--- src/rtl/delay_calib_pkg.sv ---
// Shared types for the RX-clock delay-line calibration sequencer:
// FSM state encoding, the pass-window record and window arithmetic helpers.
package delay_calib_pkg;

    localparam int unsigned CALIB_NUM_STEPS = 16;
    localparam int unsigned CALIB_SEL_W     = $clog2(CALIB_NUM_STEPS);

    typedef enum logic [2:0] {
        ST_IDLE   = 3'd0,
        ST_APPLY  = 3'd1,
        ST_TEST   = 3'd2,
        ST_EVAL   = 3'd3,
        ST_FINISH = 3'd4
    } calib_state_e;

    typedef struct packed {
        logic [CALIB_SEL_W-1:0] start;
        logic [CALIB_SEL_W:0]   len;
    } calib_win_t;

    localparam logic [CALIB_SEL_W:0] CALIB_LEN_ONE = (CALIB_SEL_W+1)'(1);

    // Centre tap of a window; start + len/2 never exceeds the last tap.
    function automatic logic [CALIB_SEL_W-1:0] win_centre(input calib_win_t win);
        return win.start + CALIB_SEL_W'(win.len >> 1'b1);
    endfunction

    // Strictly longer only, so an earlier window wins a tie.
    function automatic logic win_longer(input calib_win_t cand, input calib_win_t best);
        return (cand.len > best.len);
    endfunction

endpackage

--- src/rtl/delay_calib_window.sv ---
// Run/best tracker: follows the current run of passing taps and keeps the
// longest (earliest on tie) run seen since the last clear.
module delay_calib_window
    import delay_calib_pkg::*;
(
    input  logic                   clk_i,
    input  logic                   rst_i,
    input  logic                   clear_i,
    input  logic                   valid_i,
    input  logic                   pass_i,
    input  logic                   last_i,
    input  logic [CALIB_SEL_W-1:0] tap_i,
    output calib_win_t             best_o
);

    calib_win_t cur_q, cur_d;
    calib_win_t best_q, best_d;
    calib_win_t run_s;

    // Next-state for the current run and the best window.
    always_comb begin
        run_s  = cur_q;
        cur_d  = cur_q;
        best_d = best_q;
        if (clear_i) begin
            cur_d  = '0;
            best_d = '0;
        end else if (valid_i) begin
            if (pass_i) begin
                if (cur_q.len == '0) begin
                    run_s.start = tap_i;
                end else begin
                    run_s.start = cur_q.start;
                end
                run_s.len = cur_q.len + CALIB_LEN_ONE;
            end else begin
                run_s = cur_q;
            end
            // A fail ends the run; the last tap ends it with this verdict included.
            if (!pass_i || last_i) begin
                if (win_longer(run_s, best_q)) begin
                    best_d = run_s;
                end else begin
                    best_d = best_q;
                end
                cur_d = '0;
            end else begin
                cur_d = run_s;
            end
        end else begin
            cur_d  = cur_q;
            best_d = best_q;
        end
    end

    // Tracker state registers.
    always_ff @(posedge clk_i) begin
        if (rst_i) begin
            cur_q  <= '0;
            best_q <= '0;
        end else begin
            cur_q  <= cur_d;
            best_q <= best_d;
        end
    end

    assign best_o = best_q;

endmodule

--- src/rtl/delay_calib_ctrl.sv ---
// Delay-line calibration sequencer: sweeps all taps, asks the PHY checker for a
// verdict at each, then programs the centre of the widest passing window.
module delay_calib_ctrl
    import delay_calib_pkg::*;
#(
    parameter int unsigned NUM_STEPS       = CALIB_NUM_STEPS,
    parameter int unsigned DELAY_SEL_WIDTH = $clog2(NUM_STEPS),
    parameter int unsigned SETTLE_CYCLES   = 8,
    parameter int unsigned DEFAULT_DELAY   = NUM_STEPS / 2
) (
    input  logic                       clk_i,
    input  logic                       rst_i,
    input  logic                       start_i,
    input  logic                       cfg_manual_i,
    input  logic [DELAY_SEL_WIDTH-1:0] cfg_delay_i,
    output logic [DELAY_SEL_WIDTH-1:0] delay_o,
    output logic                       test_req_o,
    input  logic                       test_ack_i,
    input  logic                       test_pass_i,
    output logic                       busy_o,
    output logic                       done_o,
    output logic                       error_o,
    output logic [DELAY_SEL_WIDTH-1:0] win_lo_o,
    output logic [DELAY_SEL_WIDTH:0]   win_len_o
);

    localparam int unsigned SEL_W = DELAY_SEL_WIDTH;
    localparam int unsigned CNT_W = $clog2(SETTLE_CYCLES + 1);

    localparam logic [SEL_W-1:0] LAST_TAP    = SEL_W'(NUM_STEPS - 1);
    localparam logic [SEL_W-1:0] TAP_ONE     = SEL_W'(1);
    localparam logic [SEL_W-1:0] DEFAULT_SEL = SEL_W'(DEFAULT_DELAY);
    localparam logic [CNT_W-1:0] SETTLE_LAST = CNT_W'(SETTLE_CYCLES - 1);
    localparam logic [CNT_W-1:0] CNT_ONE     = CNT_W'(1);

    calib_state_e     state_q, state_d;
    logic [SEL_W-1:0] tap_q, tap_d;
    logic [CNT_W-1:0] cnt_q, cnt_d;
    logic             pass_q, pass_d;
    logic [SEL_W-1:0] save_q, save_d;
    logic [SEL_W-1:0] delay_q, delay_d;
    logic             req_q, req_d;
    logic             busy_q, busy_d;
    logic             done_q, done_d;
    logic             err_q, err_d;
    logic [SEL_W-1:0] win_lo_q, win_lo_d;
    logic [SEL_W:0]   win_len_q, win_len_d;

    logic       sweep_go_s;
    calib_win_t best_s;

    assign sweep_go_s = (state_q == ST_IDLE) && start_i && !cfg_manual_i;

    delay_calib_window u_window (
        .clk_i   (clk_i),
        .rst_i   (rst_i),
        .clear_i (sweep_go_s),
        .valid_i (state_q == ST_EVAL),
        .pass_i  (pass_q),
        .last_i  (tap_q == LAST_TAP),
        .tap_i   (tap_q),
        .best_o  (best_s)
    );

    // Sequencer next-state and next values of every registered output.
    always_comb begin
        state_d   = state_q;
        tap_d     = tap_q;
        cnt_d     = cnt_q;
        pass_d    = pass_q;
        save_d    = save_q;
        delay_d   = delay_q;
        done_d    = 1'b0;
        err_d     = err_q;
        win_lo_d  = win_lo_q;
        win_len_d = win_len_q;
        // Manual override aborts any sweep silently and drives the line directly.
        if (cfg_manual_i) begin
            state_d = ST_IDLE;
            delay_d = cfg_delay_i;
        end else begin
            case (state_q)
                ST_IDLE: begin
                    if (start_i) begin
                        state_d = ST_APPLY;
                        tap_d   = '0;
                        cnt_d   = '0;
                        save_d  = delay_q;
                        delay_d = '0;
                    end else begin
                        state_d = ST_IDLE;
                    end
                end
                ST_APPLY: begin
                    if (cnt_q == SETTLE_LAST) begin
                        state_d = ST_TEST;
                    end else begin
                        cnt_d = cnt_q + CNT_ONE;
                    end
                end
                ST_TEST: begin
                    if (test_ack_i) begin
                        pass_d  = test_pass_i;
                        state_d = ST_EVAL;
                    end else begin
                        state_d = ST_TEST;
                    end
                end
                ST_EVAL: begin
                    if (tap_q == LAST_TAP) begin
                        state_d = ST_FINISH;
                    end else begin
                        tap_d   = tap_q + TAP_ONE;
                        cnt_d   = '0;
                        delay_d = tap_q + TAP_ONE;
                        state_d = ST_APPLY;
                    end
                end
                ST_FINISH: begin
                    if (best_s.len != '0) begin
                        delay_d = win_centre(best_s);
                        err_d   = 1'b0;
                    end else begin
                        delay_d = save_q;
                        err_d   = 1'b1;
                    end
                    win_lo_d  = best_s.start;
                    win_len_d = best_s.len;
                    done_d    = 1'b1;
                    state_d   = ST_IDLE;
                end
                default: begin
                    state_d = ST_IDLE;
                end
            endcase
        end
        busy_d = (state_d != ST_IDLE);
        req_d  = (state_d == ST_TEST);
    end

    // State and output registers.
    always_ff @(posedge clk_i) begin
        if (rst_i) begin
            state_q   <= ST_IDLE;
            tap_q     <= '0;
            cnt_q     <= '0;
            pass_q    <= 1'b0;
            save_q    <= DEFAULT_SEL;
            delay_q   <= DEFAULT_SEL;
            req_q     <= 1'b0;
            busy_q    <= 1'b0;
            done_q    <= 1'b0;
            err_q     <= 1'b0;
            win_lo_q  <= '0;
            win_len_q <= '0;
        end else begin
            state_q   <= state_d;
            tap_q     <= tap_d;
            cnt_q     <= cnt_d;
            pass_q    <= pass_d;
            save_q    <= save_d;
            delay_q   <= delay_d;
            req_q     <= req_d;
            busy_q    <= busy_d;
            done_q    <= done_d;
            err_q     <= err_d;
            win_lo_q  <= win_lo_d;
            win_len_q <= win_len_d;
        end
    end

    assign delay_o    = delay_q;
    assign test_req_o = req_q;
    assign busy_o     = busy_q;
    assign done_o     = done_q;
    assign error_o    = err_q;
    assign win_lo_o   = win_lo_q;
    assign win_len_o  = win_len_q;

endmodule

--- config.mk ---
export PLATFORM = sky130hd
export DESIGN_NAME = delay_calib_ctrl
export DESIGN_NICKNAME = d
export VERILOG_FILES = /design/src/rtl/delay_calib_pkg.sv /design/src/rtl/delay_calib_window.sv /design/src/rtl/delay_calib_ctrl.sv
export SDC_FILE = /design/constraint.sdc
export NUM_CORES = 1
export LEC_CHECK = 0
export BUFFER_PORTS_ARGS = -buffer_cell sky130_fd_sc_hd__buf_2
export CAP_MARGIN = 10
export CORE_ASPECT_RATIO = 0.9
export CORE_UTILIZATION = 45
export CTS_BUF_LIST = sky130_fd_sc_hd__clkbuf_2
export DETAILED_ROUTE_END_ITERATION = 16
export GPL_ROUTABILITY_DRIVEN = 0
export GPL_TIMING_DRIVEN = 0
export PLACE_DENSITY = 0.62
export SETUP_SLACK_MARGIN = 0.4
export SLEW_MARGIN = 5
export SYNTH_ARGS = -nofsm -noshare
export SYNTH_HDL_FRONTEND = slang
export SYNTH_HIERARCHICAL = 1
export SYNTH_SLANG_ARGS = --single-unit
--- constraint.sdc ---
create_clock -name clk_i -period 2.75 [get_ports clk_i]
set_input_delay 0.1375 -clock clk_i [delete_from_list [all_inputs] [get_ports clk_i]]
set_output_delay 0.1375 -clock clk_i [all_outputs]
set_load 0.005 [all_outputs]
# After elaboration in Yosys (flattened, before gate mapping)
# Cells that the tools add are included.
# word_totals
word_cells	77
ff_bits	51
# classes
bitwise_logic	1
eq_ne	12
n_reduce_logical	21
n_mux	22
addsub	4
order_cmp	1
# op_table
cell	count
$mux W9	4
$mux W4	7
$pmux W4 S3	2
$pmux W3 S4	1
$reduce_and A3 Y1	4
$eq A3 B2 Y1 const B	3
$mux W3	3
$add A4 B1 Y4 const B	2
$pmux W4 S2	1
$ne A2 B2 Y1 const B	3
$ne A3 B3 Y1 const B	2
$reduce_bool A3 Y1	2
$add A5 B1 Y5 const B	1
$gt A5 B5 Y1	1
$logic_not A5 Y1	1
$reduce_and A5 Y1	1
$reduce_bool A5 Y1	1
$add A4 B4 Y4	1
$eq A4 B3 Y1 const B	1
$eq A4 B4 Y1 const B	1
$mux W1	4
$reduce_and A4 Y1	1
$reduce_bool A4 Y1	1
$reduce_or A2 Y1	2
9 further kinds	11

# Longest topological paths before layout
# Gate-level depths: netlist of the first run.
# logic_depth
depth_word	7
ltp_mapped	9
ltp_nobuf	9

# By module
# The synthesis of the first run kept the hierarchy.
# modules_own_cells
mod	cells_per_inst	seq_area_each_um2	instances	area_per_inst_um2
delay_calib_ctrl	206	660.6	1	1719.1
delay_calib_window	109	360.3	1	1048.5

# Least setup slack after synthesis of the first run
# Ideal clock, no wire load.
# synth_path
path_type	reg2reg
start	register u_window/cur_q[0] in the netlist's numbering
end	register u_window.best_q (netlist bit u_window/best_o[0])
setup_slack_ns	0.671
path_buffers	0
arrival_ns	1.999
path_stages_with_launch	9
synth_period_minus_slack_ns	2.079
cell_sequence	dfxtp_1 -> ha_1 -> nand4_1 -> xnor2_1 -> ha_1 -> a21oi_1 -> o221a_4 -> nor2_4 -> a211oi_2
# synth_between
elab_chain_cells	6
# synth_rtl
element	line_no	rtl
start, declared	delay_calib_window.sv:16	calib_win_t cur_q, cur_d;
start signal, assigned	delay_calib_window.sv:62	cur_q <= cur_d;
$add A5 B1 Y5	delay_calib_window.sv:35	run_s.len = cur_q.len + CALIB_LEN_ONE;
$mux W9 (*)	delay_calib_window.sv:29	if (pass_i) begin
$mux W9 (*)	delay_calib_window.sv:28	end else if (valid_i) begin
$mux W9 (*)	delay_calib_window.sv:25	if (clear_i) begin
$gt A5 B5 Y1	delay_calib_pkg.sv:30	return (cand.len > best.len);
$reduce_and A3 Y1 (no line)	--	
end signal, assigned	delay_calib_window.sv:63	best_q <= best_d;
end, declared	delay_calib_window.sv:17	calib_win_t best_q, best_d;
# Every way passes the cells marked *; elsewhere a longest branch is shown, timed or not. The select of a mux whose other input is x is not followed.
# A chain may end at the register's enable or synchronous reset.

# Worst setup path after layout of the first run
# layout_path
start	register u_window/cur_q[0] in the netlist's numbering
end	register u_window.best_q (netlist bit u_window/best_o[7])
# The elaborated chain is that of the path after synthesis.

==> flow_summary.ini, run 1 <==
[critical_path]
slowest_delay_ps = 430
criticalPathCategory = reg2reg
r2r_cells = 8
crit_required_ps = 3080
cpMostUsedCell = ha_1
crit_slowest_cell = dfxtp_4
crit_arrival_ps = 2570
cp-start-kind = flip-flop
path_max_fanout = 6
cp-end-kind = flip-flop
crit_chain = ha_1 > nand4_1 > xnor2_2 > ha_1 > nand4_4 > o211a_1 > a21oi_1 > a211oi_2

[power_and_ir_drop]
p_int_mw = 0.855
swShare_pct = 25.7
power_switching_mw = 0.295
powerDensity_mw_per_mm2 = 369
pwr-share-comb_pct = 7.9
p_leak_nw = 1.22
clkPwrFrac_pct = 26.4
irDropWorstVdd_mv = 0.182
power_frac_seq_pct = 65.7

[synth]
synth_xor_xnor_area_share_pct = 2.53
yosysMostFrequentCell = dfxtp_1
synth_common_cells = dfxtp_1 (51), a21oi_1 (36), nand2_1 (31)
synth_nets = 338
ys_async_sr_fraction_pct = 0
synth.top_cell.area_share_pct = 36.9
ys_ff_latch = 51
synth_compound_area_share_pct = 22.8
syn_area_mm2 = 0.00277
synth-edff-count = 0
syn-instance-count = 315
avgSynthCellArea_um2 = 8.79
ys_types = 62
synth_top_family_by_area = compound AO/OA/AOI/OAI gates
synth_area_leaders = dfxtp_1 (37%), a21oi_1 (6.5%), ha_1 (5.4%)
synth_mux_area_share_pct = 4.07
yosys.area_share.adder_pct = 6.15
synth_ff_type = dfxtp_1
seq_area_frac_synth_pct = 36.9
ys_warn_count = 6
yosys.area.top_type = dfxtp_1
synth-simple-area-share_pct = 21.7

[layout]
final_util_pct = 53.9
synthToLayoutAreaGrowth_pct = 12.7
num-nets-final = 375
diodes = 0
drive_gt1_share_pct = 18.7

[global_route]
grt_max_degree = 16
antenna_found_initial = 0
track_usage_pct = 19.7
grt_pass1_wl_um = 10400
grt_pass1_vias = 2176
grt-ovfl-total = 0

[die]
num_io_pins = 27
die_x_um = 84.7
core_area_mm2 = 0.00579
num_rows = 26
die_h_um = 76.4
initial_core_util_pct = 47.8
die_area_mm2 = 0.00647

[timing]
setup_tns_ps = 0
tightest_slew_ps = 637
hold_viol = 0
rsz0062_at_grt = false
finalSetupViolCount = 0
period_needed_ps = 2240
slew_viol_final = 0
slew_headroom_pct = 57.1
holdWs_ps = 38.9
clock_skew_ps = 29.1
max_freq_ghz = 0.447
period_share_pct = 81.4

[detailed_routing]
dr.first_iter.drc_count = 135
via_count = 2373
avgRoutedWirePerCell_um = 14.5
postRouteAntennaNets = 0
viasPerCell = 5.61
finalWirelength_um = 6140
firstDrtPassIters = 6
route.detailed.drc = 0

[run]
drv_cap = 0

[run_status]
outcome = finished, final reports clean

[clock_tree]
cts_tree = built
cts.sinks = 51
clkTransAtPathRegs_ps = 270
cts_inserted_buffers = 5
clockBufferDepth = 2
h-tree-depth = 2
clk_latency_ps = 430
clk_root_buffer_cell = clkbuf_2

[worst_hold_path]
hold_path_class = in2reg
min_path_cells = 4

[placement]
dp_hpwl_um = 4510
port_buffers = 25
-- cells by family (layout without fill, tap and decap cells) --
logic type,Yosys count,count (layout)
AO/OA/AOI/OAI,91,91
XOR/XNOR,8,8
adder cells (fa/ha/maj),13,13
buffers and inverters,35,73
flip-flops,51,51
multiplexers,10,10
AND/OR/NAND/NOR,107,107
-- layout make-up --
cell class / count / area (um^2)
Buffer: 14 / 86.3
Sequential cell: 51 / 1030
Fill cell: 571 / 2670
Timing Repair Buffer: 30 / 175
Clock inverter: 2 / 12.5
Inverter: 21 / 78.8
Clock buffer: 6 / 30.0
Tap cell: 70 / 87.6
Multi-Input combinational cell: 229 / 1620
-- worst max-delay path: cells and delay by family (launching register included) --
kind                       cells  cell delay (ps)
AOI/OAI and AO/OA              3              630
adders and majority gates      2              560
DFF                            1              430
and+or+nand+nor                2              330
xor gates and xnor gates       1              200
-- power groups by stage --
stage / Sequential [mW] / Clock (mW) / Combinational, mW
after floorplan: 0.770 / 0 / 0.0567
after global placement: 0.770 / 0 / 0.0857
after detailed placement: 0.770 / 0 / 0.0854
after CTS: 0.757 / 0.321 / 0.0899
after global routing: 0.758 / 0.342 / 0.0991
final: 0.756 / 0.303 / 0.0911
-- repair_timing --
action | 4_1_cts | 5_1_grt
hold buffers | 4 | 1
hold endpoints to repair | 5 | 1
endpoints found under the setup margin | 9 | 10
buffers inserted | 0 | 0
pin swaps | 0 | 1
gates resized for setup | 5 | 6
-- registers in the layout, indices dropped and copies added (netlist names) --
register and count:
done_o 1, u_window/best_o 9, win_lo_o 4, state_q 3
delay_o 4, test_req_o 1, pass_q 1, tap_q 4
cnt_q 4, save_q 4, error_o 1, win_len_o 5
u_window/cur_q 9, busy_o 1
-- cells in the final DEF, fill, tap and decap left out, types with 8 or more instances in the layout --
cell type  count
a21oi_1       34
inv_1         20
a211oi_1       9
mux2i_1        9
nand2_1       31
ha_1          12
nor2_1        21
nor3_1         8
buf_2         27
dfxtp_1       49
o21ai_0       16
-- path summary, 6_finish.rpt --
| kind | from | end | slack [ps] |
|---|---|---|---|
| worst min register to register | win_lo_o[3] | win_lo_o[3] | 470 |
| worst max register to register | u_window/cur_q[0] | u_window/best_o[7] | 510 |
| worst max-delay path | u_window/cur_q[0] | u_window/best_o[7] | 510 |
| worst min-delay path | cfg_delay_i[3] | delay_o[3] | 40 |
-- metrics by stage --
step           area (um^2)  std cells  setup slack (ps)  power, mW
6_report              3120        423               511       1.15
5_1_grt               3120        423               409       1.20
4_1_cts               3090        422               422       1.17
3_5_place_dp          2980        410               363      0.856
3_3_place_gp          2980        410               379      0.856
2_1_floorplan         2770        315               671      0.827
-- metal layers --
metal | track usage [%] | vias up | share of wire [%]
met2 | 29.6 | 49 | 43
met4 | 5.08 | 0 | 0.65
met1 | 29.0 | 1102 | 52
met5 | 0 | - | 0
li1 | - | 1217 | -
met3 | 3.36 | 5 | 3.4
Note: power is estimated with default switching activity, not from simulation.
==> inputs of run 2 (changes only) <==
clock period = 2.3 ns   (was 2.75 ns; I/O delays follow)
==> flow_summary.ini, run 2 (synthesis gave the netlist of run 1 again) <==
[run_status]
outcome = finished, final reports clean

[critical_path]
cp_num_buf_inv = 0
reg2reg_to = u_window/best_o[5]
regToRegStartpoint = u_window/cur_q[1]
crit_cells = 8
slowest_delay_ps = 450
cp-end-kind = flip-flop
critical_path.endpoint = u_window/best_o[5]
r2r_cells = 8
crit_slowest_cell = dfxtp_4
rrSetupSlack_ps = 220
cp-start-kind = flip-flop
crit_required_ps = 2710
path_max_fanout = 5
crit_arrival_ps = 2490
startpoint = u_window/cur_q[1]
crit_chain = ha_4 > nand4_1 > xnor2_2 > ha_4 > nand4_4 > o211ai_4 > nor2_4 > a211oi_2
criticalPathCategory = reg2reg
cpMostUsedCell = ha_4
path_delay_family = compound AO/OA/AOI/OAI gates

[detailed_routing]
firstDrtPassIters = 6
route.detailed.drc = 0
via_count = 2450
dr.first_iter.drc_count = 111
postRouteAntennaNets = 0
finalWirelength_um = 6780
avgRoutedWirePerCell_um = 15.8
viasPerCell = 5.71

[layout]
final_cells = 429
fillers = 526
most-common-layout-cells = dfxtp_1 (44), a21oi_1 (30), nand2_1 (30), buf_2 (27), nor2_1 (21)
diodes = 0
mostFrequentLayoutCell = dfxtp_1
synthToLayoutAreaGrowth_pct = 22.2
num-nets-final = 382
drive_gt1_share_pct = 29.2
final_util_pct = 58.4

[die]
die_h_um = 76.4
num_io_pins = 27
num_rows = 26
core_area_mm2 = 0.00579
initial_core_util_pct = 47.8
die_x_um = 84.7
die_area_mm2 = 0.00647

[power_and_ir_drop]
irDropWorstVdd_mv = 0.285
powerDensity_mw_per_mm2 = 440
p_leak_nw = 1.29
power_mw = 1.49

[timing]
slew_headroom_pct = 58.3
tightest_slew_ps = 620
setup_tns_ps = 0
max_freq_ghz = 0.481
rsz0062_at_grt = true
hold_viol = 0
slew_viol_final = 0
clock_skew_ps = 42.0
period_needed_ps = 2080
finalSetupViolCount = 0
period_share_pct = 90.5

[global_route]
grt_max_degree = 16
track_usage_pct = 21.2
grt_pass1_wl_um = 11000
antenna_found_initial = 0
grt_pass1_vias = 2261
grt-ovfl-total = 0

[clock_tree]
clk_latency_ps = 460
clk_root_buffer_cell = clkbuf_2
cts.sinks = 51
clkTransAtPathRegs_ps = 280
cts_inserted_buffers = 5
h-tree-depth = 2
cts_tree = built
clockBufferDepth = 2

[placement]
dp_cells = 410
dp_hpwl_um = 4670
port_buffers = 25

[worst_hold_path]
hold_path_class = in2reg

[run]
drv_cap = 0
[run 2: cell count changes in the layout (fill, tap and decap cells not counted), sizes merged]
cell / previous run / this run
buf: 32 / 38
bufinv: 0 / 1
clkbuf: 13 / 12
clkinv: 1 / 0
dlygate4sd3: 5 / 6
[run 2: cell type report]
cell class / count / area (um^2) / share of cell area, %
clock buffer: 5 / 25.0 / 0.740
sequential: 51 / 1040 / 30.7
multi-input combinational: 229 / 1790 / 52.8
timing repair buffer: 37 / 230 / 6.80
clock inverter: 2 / 37.5 / 1.11
inverter: 21 / 81.3 / 2.40
tap: 70 / 87.6 / 2.59
buffer: 14 / 93.8 / 2.77
[run 2: per-stage QoR]
stage	hold WS (ps)	setup slack (ps)	area [um^2]
6_report	64.4	219	3380
5_1_grt	38.0	138	3380
4_1_cts	50.8	173	3250
3_5_place_dp	356	89.4	3050
3_3_place_gp	352	133	3050
2_1_floorplan	202	336	2840
[run 2: how the worst min path moves through the flow]
stage,from,endpoint,depth (start not counted)
2_1_floorplan,rst_i,state_q[1],1
3_3_place_gp,test_pass_i,pass_q,3
3_5_place_dp,test_pass_i,pass_q,3
4_1_cts,cfg_manual_i,state_q[2],3
5_1_grt,cfg_manual_i,state_q[2],3
6_report,cfg_manual_i,tap_q[0],4
[run 2: metal layers]
layer	global-route usage, %	part of all wire (%)	vias to the layer above
met5	0	0	-
met4	5.59	0.97	0
met3	3.36	3.3	7
met2	33.1	46	53
met1	30.3	49	1168
li1	-	-	1222
[run 2: power breakdown]
part           internal [mW]  switching (mW)  total, mW
Combinational         0.0519          0.0662      0.118
Sequential             0.893         0.00791      0.901
Clock                  0.177           0.291      0.468
[run 2: worst reg2reg max path, delay by kind of cell (launching register included)]
kind	cells	cell delay [ps]
flip-flops	1	450
AO/OA/AOI/OAI	2	530
adder cells (fa/ha/maj)	2	460
XOR/XNOR	1	220
AND/OR/NAND/NOR	3	380
[run 2: repair_timing]
| item | 4_1_cts | 5_1_grt |
|---|---|---|
| pin swaps | 11 | 15 |
| hold endpoints to repair | 6 | 0 |
| hold buffers | 6 | 0 |
| buffers inserted | 1 | 5 |
| setup endpoints to repair | 22 | 31 |
| resized for setup | 20 | 22 |
==> inputs of run 3 (changes only) <==
BUFFER_PORTS_ARGS = default   (was -buffer_cell sky130_fd_sc_hd__buf_2)
DONT_BUFFER_PORTS = 1   (was default)
PLACE_DENSITY = 0.59   (was 0.62)
SKIP_CTS_REPAIR_TIMING = 1   (was default)
==> flow_summary.ini, run 3 (synthesis gave the netlist of run 1 again) <==
[run_status]
outcome = finished with violations
violations = design-rule violations

[detailed_routing]
dr.first_iter.drc_count = 132
finalWirelength_um = 6440
avgRoutedWirePerCell_um = 15.9
firstDrtPassIters = 12
route.detailed.drc = 4
viasPerCell = 5.72
via_count = 2315
postRouteAntennaNets = 0

[critical_path]
crit_arrival_ps = 2510
cp-start-kind = flip-flop
regToRegStartpoint = u_window/cur_q[0]
slowest_delay_ps = 460
cpMostUsedCell = ha_4
crit_chain = ha_4 > nand4_1 > xnor2_2 > ha_4 > nand4_4 > o221ai_4 > buf_6 > a21oi_2 > a211oi_2
criticalPathCategory = reg2reg
crit_required_ps = 2700
crit_slowest_cell = dfxtp_4
rrSetupSlack_ps = 190
cp-end-kind = flip-flop
path_max_fanout = 6
cp_num_buf_inv = 1
startpoint = u_window/cur_q[0]
path_delay_family = adder cells

[global_route]
grt_max_degree = 18
track_usage_pct = 19.9
grt_pass1_wl_um = 10300
grt-ovfl-total = 0
grt_pass1_vias = 2100
antenna_found_initial = 0

[power_and_ir_drop]
powerDensity_mw_per_mm2 = 457
irDropWorstVdd_mv = 0.280
power_mw = 1.50
p_leak_nw = 1.18

[timing]
period_share_pct = 91.8
slew_headroom_pct = 54.9
finalSetupViolCount = 0
slew_viol_final = 0
hold_viol = 0
setup_tns_ps = 0
rsz0062_at_grt = true
period_needed_ps = 2110
tightest_slew_ps = 671
clock_skew_ps = 26.5
max_freq_ghz = 0.474

[die]
die_h_um = 76.4
core_area_mm2 = 0.00579
num_io_pins = 27
die_area_mm2 = 0.00647
die_x_um = 84.7
num_rows = 26
initial_core_util_pct = 47.8

[clock_tree]
h-tree-depth = 2
clk_root_buffer_cell = clkbuf_2
cts.sinks = 51
cts_inserted_buffers = 5
clockBufferDepth = 2
cts_tree = built
clk_latency_ps = 440
clkTransAtPathRegs_ps = 280

[layout]
most-common-layout-cells = dfxtp_1 (44), a21oi_1 (30), nand2_1 (30), nor2_1 (21), inv_1 (19)
fillers = 514
mostFrequentLayoutCell = dfxtp_1
multi_input_area_mm2 = 0.00180
diodes = 0
final_area_mm2 = 0.00329
synthToLayoutAreaGrowth_pct = 18.8
seqCellArea_mm2 = 0.00104
num-nets-final = 357
drive_gt1_share_pct = 23.3
final_util_pct = 56.8

[placement]
dp_hpwl_um = 4540
placed_area_mm2 = 0.00292
port_buffers = 0

[worst_hold_path]
hold_path_class = in2reg
hold_path.startpoint = cfg_delay_i[3]

[run]
drv_cap = 0
==> run 3: changes by cell type in the layout (fill, tap and decap cells not counted), moves of 2 or more <==
cell           delta
a21oi_2           -2
a21oi_4           +2
buf_2            -26
buf_4             -4
buf_6             +2
dlygate4sd3_1     +2
nor3_1            -2
nor3_2            +2
o311ai_1          +2
==> run 3: per-stage QoR <==
stage                     cells  setup slack, ps  hold WS, ps
after global routing        405             94.5         18.7
after floorplan             315              336          202
after global placement      385              115          229
after detailed placement    385              104          225
final                       405              189         21.7
after CTS                   393             52.9         -289
==> run 3: path summary, 6_finish.rpt <==
check	endpoint	cells after the start
worst min register to register	cnt_q[3]	1
worst max-delay path	u_window/best_o[0]	9
worst max register to register	u_window/best_o[0]	9
worst min-delay path	delay_o[3]	3
==> run 3: layout make-up <==
class | instances | share of cell area (%)
plain buffers | 14 | 2.82
clock buffers | 5 | 0.761
clock inverters | 3 | 1.45
inverters | 21 | 2.47
multi-input cells | 229 | 54.7
flip-flops and latches | 51 | 31.6
well taps | 70 | 2.66
repair buffers | 12 | 3.58
==> run 3: per-layer routing <==
metal	wire length [um]	share of wire [%]	track usage, %
met3	222	3.4	4.23
met2	2770	43	29.3
met4	46	0.71	5.25
met1	3400	53	29.3
met5	0	0	0
==> run 3: power breakdown <==
part	switching, mW	internal (mW)
clock	0.303	0.190
sequential	0.00983	0.895
combinational	0.0598	0.0434
==> run 3: worst reg2reg max path, stage by stage (launching register included) <==
cell	delay (ps)
dfxtp_4	460
ha_4	140
nand4_1	140
xnor2_2	220
ha_4	340
nand4_4	160
o221ai_4	240
buf_6	170
a21oi_2	60
a211oi_2	180
